[src/rtl/fetch_pkg.sv]
// fetch_pkg: shared types and constants for the instruction fetch stage.
//   fetch_state_t    : fetch engine states (FAULT only reachable when
//                      IFETCH_MISALIGN_CHECK_EN is defined)
//   NOP_INSN         : canonical RV32I NOP (addi x0, x0, 0)
//   DEFAULT_RESET_PC : default PC loaded on reset
package fetch_pkg;

    typedef enum logic [1:0] {
        FETCH = 2'd0,   // request outstanding at pc
        HOLD  = 2'd1,   // instruction presented to decode
        DRAIN = 2'd2,   // waiting out a request abandoned by a redirect
        FAULT = 2'd3    // misaligned redirect target presented as a fault
    } fetch_state_t;

    localparam logic [31:0] NOP_INSN         = 32'h0000_0013;
    localparam logic [31:0] DEFAULT_RESET_PC = 32'h0000_1000;

endpackage

[src/rtl/fetch_pc_next.sv]
// fetch_pc_next: combinational next-PC select for the fetch stage.
// Priority: reset > redirect > advance (pc+4, wraps) > hold.
// Macro IFETCH_MISALIGN_CHECK_EN: when defined the redirect target is taken
// verbatim so the caller can detect a misaligned target; when undefined the
// target's low two bits are forced to zero.
// Ports:
//   reset, reset_pc            : synchronous reset request and its PC
//   pc                         : current PC
//   redirect_valid/redirect_pc : branch/jump redirect
//   advance                    : instruction accepted by decode
//   pc_next                    : PC for the next cycle
module fetch_pc_next #(
    parameter int ADDR_W = 32
) (
    input  logic              reset,
    input  logic [ADDR_W-1:0] reset_pc,
    input  logic [ADDR_W-1:0] pc,
    input  logic              redirect_valid,
    input  logic [ADDR_W-1:0] redirect_pc,
    input  logic              advance,
    output logic [ADDR_W-1:0] pc_next
);

    logic [ADDR_W-1:0] target;

`ifdef IFETCH_MISALIGN_CHECK_EN
    assign target = redirect_pc;
`else
    assign target = redirect_pc & ~ADDR_W'(3);
`endif

    always_comb begin
        pc_next = pc;
        if (reset)
            pc_next = reset_pc;
        else if (redirect_valid)
            pc_next = target;
        else if (advance)
            pc_next = pc + ADDR_W'(4);
    end

endmodule

[src/rtl/instruction_fetch.sv]
// instruction_fetch: RV32I fetch stage feeding the decoder.
// Holds the PC, reads one word at a time from instruction memory over a
// req/ack handshake, registers the word and offers it to decode with a
// valid/ready handshake. Redirects win over every other event in a cycle.
// Macro IFETCH_MISALIGN_CHECK_EN enables the misaligned-target FAULT state;
// without it fetch_fault is tied low and redirect targets are word-aligned.
// Ports:
//   clk, reset                 : clock, synchronous active-high reset
//   mem_req/mem_addr           : word read request (address held until ack)
//   mem_ack/mem_rdata          : request accepted, data valid same cycle
//   inst_valid/inst_ready      : handshake toward decode
//   instruction/inst_pc/inst_pc_plus4 : fetched word, its address, link value
//   redirect_valid/redirect_pc : new PC from branch/jump resolution
//   fetch_fault                : misaligned redirect target presented
module instruction_fetch
    import fetch_pkg::*;
#(
    parameter int                ADDR_W   = 32,
    parameter logic [ADDR_W-1:0] RESET_PC = ADDR_W'(DEFAULT_RESET_PC)
) (
    input  logic              clk,
    input  logic              reset,
    output logic              mem_req,
    output logic [ADDR_W-1:0] mem_addr,
    input  logic              mem_ack,
    input  logic [31:0]       mem_rdata,
    output logic              inst_valid,
    input  logic              inst_ready,
    output logic [31:0]       instruction,
    output logic [ADDR_W-1:0] inst_pc,
    output logic [ADDR_W-1:0] inst_pc_plus4,
    input  logic              redirect_valid,
    input  logic [ADDR_W-1:0] redirect_pc,
    output logic              fetch_fault
);

    fetch_state_t      state, state_next;
    logic [ADDR_W-1:0] pc, pc_next;
    logic [ADDR_W-1:0] drain_addr;   // address of the abandoned request
    logic              fire;
    logic              capture;
    logic              latch_drain;
    fetch_state_t      resume_state; // where to go once no request is pending

    assign fire = (state == HOLD) && inst_ready && !redirect_valid;

    fetch_pc_next #(.ADDR_W(ADDR_W)) u_pc_next (
        .reset          (reset),
        .reset_pc       (RESET_PC),
        .pc             (pc),
        .redirect_valid (redirect_valid),
        .redirect_pc    (redirect_pc),
        .advance        (fire),
        .pc_next        (pc_next)
    );

`ifdef IFETCH_MISALIGN_CHECK_EN
    assign resume_state = (pc_next[1:0] != 2'b00) ? FAULT : FETCH;
`else
    assign resume_state = FETCH;
`endif

    always_comb begin
        state_next  = state;
        capture     = 1'b0;
        latch_drain = 1'b0;
        case (state)
            FETCH: begin
                if (redirect_valid) begin
                    if (mem_ack) begin
                        state_next = resume_state;  // returned word discarded
                    end else begin
                        state_next  = DRAIN;
                        latch_drain = 1'b1;
                    end
                end else if (mem_ack) begin
                    state_next = HOLD;
                    capture    = 1'b1;
                end
            end
            HOLD: begin
                if (redirect_valid)
                    state_next = resume_state;      // held word dropped
                else if (inst_ready)
                    state_next = FETCH;
            end
            DRAIN: begin
                // pc_next already reflects any redirect seen in DRAIN
                if (mem_ack)
                    state_next = resume_state;
            end
`ifdef IFETCH_MISALIGN_CHECK_EN
            FAULT: begin
                if (redirect_valid)
                    state_next = resume_state;
            end
`endif
            default: state_next = FETCH;
        endcase
    end

    always_ff @(posedge clk) begin
        pc <= pc_next;
        if (reset) begin
            state       <= FETCH;
            instruction <= NOP_INSN;
            inst_pc     <= RESET_PC;
            drain_addr  <= RESET_PC;
        end else begin
            state <= state_next;
            if (latch_drain)
                drain_addr <= pc;
            if (capture) begin
                instruction <= mem_rdata;
                inst_pc     <= pc;
            end
`ifdef IFETCH_MISALIGN_CHECK_EN
            else if (state_next == FAULT) begin
                instruction <= NOP_INSN;
                inst_pc     <= pc_next;
            end
`endif
        end
    end

    // Request is dropped combinationally in the reset cycle.
    assign mem_req       = !reset && ((state == FETCH) || (state == DRAIN));
    assign mem_addr      = ((state == DRAIN) ? drain_addr : pc) & ~ADDR_W'(3);
    assign inst_pc_plus4 = inst_pc + ADDR_W'(4);

`ifdef IFETCH_MISALIGN_CHECK_EN
    assign inst_valid  = (state == HOLD) || (state == FAULT);
    assign fetch_fault = (state == FAULT);
`else
    assign inst_valid  = (state == HOLD);
    assign fetch_fault = 1'b0;
`endif

endmodule

[config.mk]
export PLATFORM = sky130hd
export DESIGN_NAME = instruction_fetch
export DESIGN_NICKNAME = d
export VERILOG_FILES = /design/src/rtl/fetch_pkg.sv /design/src/rtl/fetch_pc_next.sv /design/src/rtl/instruction_fetch.sv
export SDC_FILE = /design/constraint.sdc
export NUM_CORES = 1
export LEC_CHECK = 0
export BUFFER_PORTS_ARGS = -buffer_cell sky130_fd_sc_hd__buf_2
export CORE_ASPECT_RATIO = 1.5
export CORE_MARGIN = 2
export CORE_UTILIZATION = 35
export DETAILED_ROUTE_END_ITERATION = 12
export GPL_TIMING_DRIVEN = 0
export PLACE_DENSITY = 0.61
export SLEW_MARGIN = 40
export SYNTH_ARGS = -nofsm -noshare
export SYNTH_HDL_FRONTEND = slang
export SYNTH_SLANG_ARGS = --single-unit
[constraint.sdc]
create_clock -name clk -period 1.68 [get_ports clk]
set_input_delay 0.336 -clock clk [delete_from_list [all_inputs] [get_ports clk]]
set_output_delay 0.336 -clock clk [all_outputs]
set_load 0.02 [all_outputs]
# Yosys cells after proc, flatten, opt, wreduce, memory -nomap -nowiden
# Index checks and enable logic that the tools add are counted.
# totals
regBits,130
input_bits,69
out_inout_bits,131
word_cells,39
# classes
add_sub_neg,2
n_eq_ne,5
muxes,16
reduce_logical,10
# op_table
operator,n
$mux 32,3
$add 32x3->32 const B,2
$mux 2,6
$mux 1,6
$pmux 2 s3,1
$logic_and 1x1->1,3
$ne 3x1->1 const B,1
$ne 3x3->1 const B,1
$reduce_and 3->1,1
$eq 2x1->1 const B,1
$eq 2x2->1 const B,1
$logic_not 1->1,2
$logic_not 2->1,1
$ne 2x2->1 const B,1
$reduce_bool 2->1,1
$reduce_or 2->1,1
$logic_or 1x1->1,1

# Logic depth before layout (Yosys ltp)
# Gate-level depths: netlist of run 1.
# depth
word_depth,5
depth_mapped,7

# By module
# Synthesis of run 1 repeated with hierarchy kept, for this count alone.
# unflattened
cells_unflattened,752
area_unflattened_um2,6118.4
# by_module_without_submodules
module,instances,cells_per_inst,area_per_inst_um2,seq_area_each_um2
instruction_fetch,1,573,4967.3,2562.5
fetch_pc_next,1,179,1151.1,0.0

# Worst setup path before layout of run 1
# OpenSTA, ideal clock, no wires.
# synth_timing
kind,register to output
from,reg inst_pc[9]
to,out inst_pc_plus4[29]
arrival_ns,1.910
required_ns,1.344
slack_ns,-0.566
stages_incl_launch_ff,7
path_buffers,2
path_cell_list,dfxtp_1 -> and4_1 -> and4_1 -> clkbuf_1 -> buf_2 -> nand4_1 -> xnor2_1
# synth_between
elab_chain_len,1
# synth_rtl
item,line_no,text
start: declaration,instruction_fetch.sv:30,"output logic [ADDR_W-1:0] inst_pc,"
start signal: assignment,instruction_fetch.sv:115,inst_pc <= pc;
$add 32x3->32,instruction_fetch.sv:129,assign inst_pc_plus4 = inst_pc + ADDR_W'(4);
end: declaration,instruction_fetch.sv:31,"output logic [ADDR_W-1:0] inst_pc_plus4,"
# Every way passes these cells.

# Final worst setup path of run 1
# layout_timing
from,reg inst_pc[10]
to,out inst_pc_plus4[29]
# The elaborated chain is that of the path after synthesis.

==> results_dict.tcl, run 1 <==
set metrics [dict create \
    status "finished, violations left" \
    violations "setup timing" \
    rows 59 \
    rsz0062_at_grt "true" \
    r2r_end "pc[24]" \
    die_h_um 167 \
    p_per_area_nw_per_um2 818 \
    cts_tree "built" \
    path_class "reg -> out" \
    fin_ws_ps -571 \
    finalSetupTns_ps -23320 \
    viasPerCell 5.36 \
    place_hpwl_um 15800 \
    cp.required_ps 1340 \
    worstRegToRegCells 8 \
    ys_ff_latch 124 \
    critPathLaunch "inst_pc[10]" \
    critPathArrivalTime_ps 1920 \
    synth_edf_count 0 \
    wire_per_inst_um 18.4 \
    multi_input_area_um2 4070 \
    core_um2 17300 \
    endpoint "inst_pc_plus4[29]" \
    drive_gt1_frac 0.479 \
    clk_pin_slew_worst_paths_ps 60 \
    gp_congestion 0.903 \
    insertion_delay_ps 410 \
    grt_usage 0.237 \
    wirelength_um 24000 \
    antenna_found_initial 0 \
    cellLeakagePower_uw 0.00457 \
    nets 1153 \
    ys_seq_area_frac 0.402 \
    drtIter0Drc 509 \
    initial_core_util 0.356 \
    postSynthCellCount 785 \
    fmax_mhz 444 \
    area_delta_synth_final_pct 64.3 \
    ys.flop_type "dfxtp_1" \
    min_path_type "in -> reg" \
    cp-start-kind "flip-flop" \
    ir_worst_vdd_uv 599 \
    overflow 0 \
    async_reset_ff_frac 0 \
    numCtsBuffers 17 \
    grt_pass1_wl_um 35300 \
    grt_pass1_vias 6595 \
    finClkSkew_ps 13.1 \
    ff2ff_setup_slack_ps -230 \
    maxCapViolCount 0 \
    final_max_slew_viol_count 0 \
    drtAntennaViolNets 0 \
    grt_max_degree 17 \
    first_pass_iters 5 \
    die_x_um 112 \
    htree_levels 4 \
    relSlewSlack 0.465 \
    crit_path_max_fanout 7 \
    tightest_slew_ps 803 \
    syn_avg_cell_area_um2 7.86 \
    synthesis.area_um2 6170 \
    ys_warn_count 0 \
    vias 7000 \
    n_antenna_cell 0 \
    fillCellCount 1544 \
    io_pins 200 \
    netlist-cell-type-count 52 \
    cts_buffer_depth 2 \
    finalCritPeriodShare 1.34 \
    dieArea_um2 18700 \
    setup_viol 80 \
    clock_sinks 124 \
    regArea_um2 2600 \
    r2r-start "state[0]" \
    final_hold_viol_count 0 \
    route.detailed.drc 0 \
    layout_min_cycle_time_ps 2250 \
    port_buffers 190 \
    dp_slack_ps -627 \
    cts_root_buf "clkbuf_16" \
    end_kind "output port" \
]
## per-layer routing
metal	global-route usage	up-vias	wire length, um
li1	-	3329	-
met1	0.276	3271	9020
met2	0.425	310	12500
met3	0.0331	90	1300
met4	0.111	0	1230
met5	0	-	0
## cell families after synthesis
group | after synthesis | share of synthesized area
xor+xnor | 37 | 0.0525
mux | 30 | 0.0547
simple gates | 367 | 0.289
flops | 124 | 0.402
other cells | 1 | 0.000608
fa+ha+maj | 2 | 0.00405
buf+inv | 85 | 0.0624
compound gates | 139 | 0.134
## worst max-delay path, cell delays in order (launching register included)
cell and delay (ps):
dfxtp_4 350, and4_4 220, and4_1 230, buf_8 130, buf_6 110, nand4_1 140
xnor2_2 180, buf_4 160
## synth_stat cells, types with 2 or more instances
master / number / share of area
buf_2: 14 / 0.011
nand3_1: 33 / 0.027
nand2_1: 204 / 0.12
inv_1: 10 / 0.0061
o31ai_1: 7 / 0.0085
nand3b_1: 2 / 0.0024
xor2_1: 6 / 0.0085
and3_1: 12 / 0.012
nor4b_1: 4 / 0.0057
nand4_1: 32 / 0.032
xnor2_1: 31 / 0.044
o2111a_1: 2 / 0.0036
nand2b_1: 2 / 0.0020
o211a_1: 2 / 0.0032
ha_1: 2 / 0.0041
and3b_1: 2 / 0.0028
or4_1: 9 / 0.011
a2111oi_0: 4 / 0.0057
or3_1: 2 / 0.0020
a311oi_1: 8 / 0.011
mux2_2: 30 / 0.055
buf_6: 2 / 0.0036
a211oi_1: 7 / 0.0085
nor2_1: 28 / 0.017
a31oi_1: 2 / 0.0020
buf_1: 4 / 0.0024
and2_1: 5 / 0.0051
a21oi_1: 89 / 0.072
o21ai_0: 10 / 0.0081
buf_4: 9 / 0.011
nor4_1: 7 / 0.0071
dfxtp_1: 124 / 0.40
and4_1: 10 / 0.014
or4b_1: 2 / 0.0032
clkbuf_1: 45 / 0.027
nor3_1: 5 / 0.0041
a32oi_1: 3 / 0.0043
## repair_timing
action	CTS	global route
buffers inserted	60	24
setup endpoints to repair	170	147
gates cloned	5	1
endpoints found under the hold margin	0	0
hold buffers	0	0
pin swaps	37	44
resized for setup	223	130
## cells in the final DEF, fill, tap and decap left out, drive strengths merged, types with 6 or more instances in the layout
cell,n
a211oi,7
a21oi,89
a311oi,8
and3,12
and4,10
buf,310
clkbuf,55
clkinv,6
conb,7
dfxtp,124
inv,12
mux2,30
nand2,205
nand3,33
nand4,33
nor2,28
nor4,8
o21ai,10
o31ai,7
or4,10
xnor2,31
xor2,6
## report_power, final
group	total [uW]	internal [uW]	switching, uW
Sequential	3220	3070	151
Clock	3530	2120	1410
Combinational	1540	700	843
## final cells by class
class                           instances  share of cell area
Timing Repair Buffer                  277               0.204
Clock buffer                           19              0.0448
Clock inverter                         12              0.0112
Tap cell                              213              0.0263
Buffer                                 69              0.0521
Multi-Input combinational cell        582               0.402
Sequential cell                       124               0.256
Inverter                               11             0.00407
## through the flow
| step | cells | power [uW] | hold slack, ps | instance area (um^2) | util |
|---|---|---|---|---|---|
| 3_3_place_gp | 1194 | 4390 | 439 | 7700 | 0.444 |
| 2_1_floorplan | 791 | 3950 | 434 | 6480 | - |
| 5_1_grt | 1307 | 8570 | 137 | 10100 | 0.584 |
| 6_report | 1307 | 8300 | 134 | 10100 | 0.584 |
| 4_1_cts | 1289 | 8190 | 131 | 9550 | 0.550 |
| 3_5_place_dp | 1194 | 4400 | 443 | 7700 | 0.444 |
## how the worst min path moves through the flow
stage	from	cells after the start	to	slack, ps
detailed placement	instruction[15]	2	instruction[15]	440
global placement	drain_addr[26]	2	drain_addr[26]	440
floorplan	drain_addr[10]	2	drain_addr[10]	430
CTS	mem_rdata[0]	3	instruction[0]	130
global route	mem_rdata[0]	3	instruction[0]	140
finish	mem_rdata[1]	3	instruction[1]	130
## state kept, by name (all words and copies together) (netlist names)
signal / count
instruction: 32
drain_addr: 30
inst_pc: 30
pc: 30
state: 2
Power figures use the tool's default switching activity.
==> run 2, diff against run 1 <==
--- a/config.mk
+++ b/config.mk
@@ -15,4 +15,5 @@
 export SLEW_MARGIN = 40
 export SYNTH_ARGS = -nofsm -noshare
 export SYNTH_HDL_FRONTEND = slang
+export SYNTH_HIERARCHICAL = 1
 export SYNTH_SLANG_ARGS = --single-unit
==> run 2 against run 1 <==
  * Combinational power is 24% higher
  * Via count is 5.7% lower
  * Die area is 0.82% lower
  * Synthesized cell count is 4.2% lower
  * Total power is 9.4% higher
  * Fmax is 0.18% higher
  * Area after synthesis is 0.85% lower
  * Largest cell class unchanged
  * Critical path depth is 1 higher
  * The run still ends with setup timing left
==> results_dict.tcl, run 2 <==
set metrics [dict create \
    status "finished, violations left" \
    violations "setup timing" \
    finClkSkew_ps 9.35 \
    core_um2 17300 \
    finalSetupTns_ps -34050 \
    overflow 0 \
    synth_most_common_cell "nand2_1" \
    n_antenna_cell 0 \
    clock_sinks 128 \
    crit_path_max_fanout 8 \
    grt_max_degree 17 \
    antenna_found_initial 0 \
    rsz0062_at_grt "true" \
    initial_core_util 0.354 \
    grt_usage 0.231 \
    relSlewSlack 0.420 \
    worstHoldStart "mem_rdata[1]" \
    postSynthCellCount 752 \
    synth_area_leader_cell "dfxtp_1" \
    hold_path_depth 3 \
    finalCritPeriodShare 1.34 \
    tightest_slew_ps 870 \
    synthesis.area_um2 6120 \
    wire_per_inst_um 18.0 \
    clk_pin_slew_worst_paths_ps 60 \
    place_hpwl_um 14800 \
    drtAntennaViolNets 0 \
    async_reset_ff_frac 0 \
    ys_warn_count 6 \
    maxCapViolCount 0 \
    fin_ws_ps -567 \
    cp.required_ps 1340 \
    layout_commonest_cell "nand2_1" \
    grt_pass1_vias 6291 \
    route.detailed.drc 0 \
    critPathMaxStageDelay_ps 340 \
    p_per_area_nw_per_um2 833 \
    nets 1145 \
    grt_pass1_wl_um 34100 \
    synth_top_area_share 0.419 \
    cp-start-kind "flip-flop" \
    path_common_cell "buf_4" \
    drive_gt1_frac 0.538 \
    end_kind "output port" \
    cp_top_family "buffers and inverters" \
    fmax_mhz 445 \
    area_delta_synth_final_pct 78.1 \
    numCtsBuffers 17 \
    first_pass_iters 5 \
    gp_congestion 0.853 \
    ir_worst_vdd_uv 588 \
    final_hold_viol_count 0 \
    crit_chain "nand4_1 -> buf_4 -> nor3_4 -> buf_12 -> buf_4 -> nand3_4 -> xnor2_4 -> buf_6" \
    synth_edf_count 0 \
    ys_ff_latch 128 \
    min_to "instruction[1]" \
    crit_slowest_cell "dfxtp_4" \
    worstRegToRegCells 5 \
    ys_top_cells_by_area "dfxtp_1 (42%), nand2_1 (13%), a21oi_1 (8.1%), mux2_2 (5.5%), xnor2_1 (5.0%)" \
    layout_min_cycle_time_ps 2250 \
    reg_top3 "inst_pc (32), instruction (32), pc (32)" \
    cts_root_buf "clkbuf_16" \
    setup_viol 114 \
    stdcell_count 1299 \
    insertion_delay_ps 410 \
    path_class "reg -> out" \
    viasPerCell 5.08 \
    rows 59 \
    syn_avg_cell_area_um2 8.14 \
    synth_commonest_cells "nand2_1 (220), dfxtp_1 (128), a21oi_1 (99)" \
    drtIter0Drc 283 \
    critPathArrivalTime_ps 1910 \
    cts_buffer_depth 2 \
    port_buffers 194 \
    cts_tree "built" \
    r2r-start "pc[6]" \
    netlist-cell-type-count 49 \
    min_path_type "in -> reg" \
    mostFrequentLayoutCells "nand2_1 (169), buf_2 (139), dfxtp_1 (87)" \
    vias 6602 \
    r2r_end "pc[30]" \
    cellLeakagePower_uw 0.00480 \
    wirelength_um 23300 \
    htree_levels 4 \
    ys.flop_type "dfxtp_1" \
    io_pins 200 \
    path_buf_inv 4 \
    dieArea_um2 18600 \
    final_max_slew_viol_count 0 \
    dp_cells 1192 \
    die_x_um 112 \
    die_h_um 166 \
    ff2ff_setup_slack_ps -560 \
    ys_seq_area_frac 0.419 \
    total_power_uw 9080 \
]
==> run 2: cell types whose count changed after synthesis, moves of 13 or more <==
cell | previous run | this run
clkbuf_1 | 45 | 16
nand2_1 | 204 | 220
a22oi_1 | 0 | 15
xor2_1 | 6 | 20
nor2_1 | 28 | 15
==> run 2: report_power, final <==
part | total [uW] | internal [uW] | switching [uW]
registers | 3540 | 3220 | 312
clock network | 3630 | 2240 | 1390
logic | 1910 | 933 | 978
total | 9080 | 6400 | 2680
==> run 2: logic make-up (layout without fill, tap and decap cells) <==
family,Yosys count,in the layout,share of synthesized area
xor gates and xnor gates,55,55,0.0787
buffers and inverters,51,352,0.0464
adders and majority gates,2,2,0.00409
DFF,128,128,0.419
muxes,35,35,0.0638
and+or+nand+nor,332,332,0.255
AOI/OAI and AO/OA,147,147,0.132
other,2,35,0.00123
==> run 2: metrics by stage <==
stage | hold WS (ps) | utilization | setup slack [ps] | area, um^2
floorplan | 407 | - | -444 | 6650
global placement | 439 | 0.457 | -852 | 7890
detailed placement | 443 | 0.457 | -820 | 7890
CTS | 128 | 0.583 | -596 | 10100
global route | 138 | 0.631 | -666 | 10900
finish | 139 | 0.631 | -567 | 10900
==> run 2: metal layers <==
layer | global-route usage | share of wire | routed length (um) | vias up
met3 | 0.0369 | 0.047 | 1090 | 50
met1 | 0.268 | 0.39 | 9110 | 3111
met4 | 0.0992 | 0.039 | 898 | 0
li1 | - | - | - | 3194
met2 | 0.416 | 0.52 | 12200 | 247
met5 | 0 | 0 | 0 | -
==> run 2: timing repair <==
action                                  4_1_cts  5_1_grt
hold buffers                                  0        0
resized for setup                           307      167
pin swaps                                    92       61
gates cloned                                  8        3
buffers inserted                             44       32
endpoints found under the setup margin      111      176
==> run 2: worst max path at each step <==
stage	slack (ps)	to	startpoint	cells past startpoint
after floorplan	-440	pc[30]	state[1]	7
final	-570	inst_pc_plus4[16]	inst_pc[8]	8
after global routing	-670	inst_pc_plus4[20]	inst_pc[8]	7
after detailed placement	-820	pc[30]	redirect_valid	8
after CTS	-600	inst_pc_plus4[31]	inst_pc[11]	7
after global placement	-850	pc[30]	redirect_valid	8
==> run 2: layout make-up <==
type | instances | area (um^2)
Buffer | 46 | 398
Clock buffer | 23 | 500
Clock inverter | 8 | 78.8
Fill cell | 1430 | 6380
Inverter | 3 | 11.3
Multi-Input combinational cell | 606 | 4730
Sequential cell | 128 | 2670
Tap cell | 213 | 267
Timing Repair Buffer | 272 | 2240
==> run 2: worst register-to-register path, stage by stage (launching register included) <==
cell      delay (ps)
dfxtp_2          480
nand3_2          260
or4_4            640
or4_4            460
xor2_2           170
o221ai_2         150
==> run 3, diff against run 2 <==
--- a/config.mk
+++ b/config.mk
@@ -11,7 +11,7 @@
 export CORE_UTILIZATION = 35
 export DETAILED_ROUTE_END_ITERATION = 12
 export GPL_TIMING_DRIVEN = 0
-export PLACE_DENSITY = 0.61
+export PLACE_DENSITY = 0.59
 export SLEW_MARGIN = 40
 export SYNTH_ARGS = -nofsm -noshare
 export SYNTH_HDL_FRONTEND = slang
==> constraint.sdc (replaced) <==
create_clock -name clk -period 2.5 [get_ports clk]
set_input_delay 0.5 -clock clk [delete_from_list [all_inputs] [get_ports clk]]
set_output_delay 0.5 -clock clk [all_outputs]
set_load 0.02 [all_outputs]
==> run 3 against run 2 <==
  * The run now ends clean
  * Utilization is 15 points lower
  * Clock power decreased by 34%
  * Setup slack improved by 650 ps
  * Total power is 39% lower
  * Global-route usage fell by 3.3 points
  * Die area did not move
  * Non-clock buffer count shrank 67
  * Flip-flop and latch count is the same
  * Combinational power decreased by 56%
  * Count of clock-buffer cells in the layout down 5
  * Clock skew rose by 1.2 ps
==> results_dict.tcl, run 3 (same netlist as run 2, synthesis figures left out) <==
set metrics [dict create \
    route.detailed.drc 0 \
    first_pass_iters 5 \
    met3_usage 0.0343 \
    nets 1078 \
    finClkSkew_ps 10.6 \
    critPathMaxStageDelay_ps 400 \
    critPathArrivalTime_ps 1920 \
    fin_ws_ps 78.0 \
    cp_top_family "flip-flops" \
    ff2ff_setup_slack_ps 120 \
    clock_sinks 128 \
    grt_pass1_vias 5611 \
    tightest_slew_ps 700 \
    wirelength_um 18700 \
    postLayoutCellArea_um2 8240 \
    initial_core_util 0.354 \
    worstRegToRegCells 7 \
    maxCapViolCount 0 \
    rows 59 \
    cp.required_ps 2000 \
    antenna_found_initial 0 \
    end_kind "output port" \
    dp_slack_ps -455 \
    cp-start-kind "flip-flop" \
    core_um2 17300 \
    pwr-share-seq 0.420 \
    area_delta_synth_final_pct 34.7 \
    htree_levels 4 \
    setup_viol 0 \
    r2r_end "pc[30]" \
    combPwrFrac 0.153 \
    numCtsBuffers 17 \
    ir_worst_vdd_uv 442 \
    cts_hold_buf 0 \
    cts_root_buf "clkbuf_16" \
    critPathLaunch "inst_pc[2]" \
    crit_slowest_cell "dfxtp_4" \
    clk_pin_slew_worst_paths_ps 60 \
    grt_use_met2 0.353 \
    fmax_mhz 413 \
    reg_top3 "inst_pc (32), instruction (32), pc (32)" \
    drtIter0Drc 258 \
    layout_commonest_cell "nand2_1" \
    switching_power_uw 1650 \
    switching_share 0.297 \
    overflow 0 \
    relSlewSlack 0.529 \
    cellLeakagePower_uw 0.00354 \
    finalSetupTns_ps 0 \
    wire_per_inst_um 15.2 \
    path_buf_inv 2 \
    path_depth 7 \
    status "finished, final reports clean" \
    port_buffers 194 \
    insertion_delay_ps 420 \
    busiest_layer "met2" \
    p_per_area_nw_per_um2 674 \
    use_met1 0.236 \
    cts_buffer_depth 2 \
    vias 5931 \
    grt_max_degree 17 \
    io_pins 200 \
    total_power_uw 5560 \
    place_hpwl_um 14200 \
    dpl_cell_area_um2 7490 \
    finalCritPeriodShare 0.969 \
    final_max_slew_viol_count 0 \
    n_antenna_cell 0 \
    drtAntennaViolNets 0 \
    final_hold_viol_count 0 \
    min_path_type "in -> reg" \
    crit_chain "ha_4 -> nand3_1 -> nor3_4 -> buf_12 -> nand4_1 -> xnor2_1 -> buf_2" \
    power_frac_clock 0.427 \
    grt_pass1_wl_um 29400 \
    cts_tree "built" \
    path_class "reg -> out" \
    drive_gt1_frac 0.332 \
    r2r-start "state[1]" \
    gp_congestion 0.804 \
    mostFrequentLayoutCells "nand2_1 (220), buf_2 (208), dfxtp_1 (107)" \
    die_x_um 112 \
    layout_min_cycle_time_ps 2420 \
    grt_usage 0.197 \
    rsz0062_at_grt "true" \
    die_h_um 166 \
    endpoint "inst_pc_plus4[20]" \
    crit_path_max_fanout 9 \
    viasPerCell 4.81 \
    p_int_uw 3910 \
    utilization 0.477 \
    dieArea_um2 18600 \
]
run 3: how the worst min path moves through the flow:
stage / start / endpoint / slack (ps) / cells after the start
finish: redirect_pc[19] / pc[19] / 300 / 3
global route: redirect_pc[26] / pc[26] / 300 / 3
CTS: redirect_pc[19] / pc[19] / 290 / 3
detailed placement: drain_addr[30] / drain_addr[30] / 440 / 2
global placement: instruction[2] / instruction[2] / 440 / 2
floorplan: pc[0] / inst_pc[0] / 430 / 2
run 3: per-layer routing:
| metal | up-vias | wire [um] |
|---|---|---|
| li1 | 3063 | - |
| met5 | - | 0 |
| met1 | 2692 | 7870 |
| met4 | 0 | 410 |
| met3 | 23 | 786 |
| met2 | 153 | 9640 |
run 3: area by class of cell:
class                   instances  area, um^2
clock inverters                14         131
repair buffers                203        1070
well taps                     213         267
clock buffers                  18         439
inverters                       3        11.3
multi-input cells             606        3430
fillers                      1760        9030
flip-flops and latches        128        2620
plain buffers                  48         279
run 3: what timing repair did:
item                                    in CTS  in global routing
endpoints found under the setup margin      19                 17
resized for setup                           23                 23
buffers inserted                             2                  6
pin swaps                                    5                  7
cloned                                       0                  1
run 3: stage by stage:
step,hold WS [ps],std cells
after floorplan,432,785
after global placement,439,1192
after detailed placement,444,1192
after CTS,288,1226
after global routing,303,1233
final,302,1233
run 3: power by group through the flow:
stage / clock network [uW] / registers (uW) / logic [uW]
CTS: 2420 / 2340 / 854
global route: 2520 / 2360 / 929
global placement: 0 / 2380 / 843
floorplan: 0 / 2390 / 499
detailed placement: 0 / 2380 / 848
finish: 2380 / 2330 / 848
run 3: worst min-delay path, cell delays in order:
cell and delay, ps:
buf_2 80, a22oi_1 50, nand2_1 60
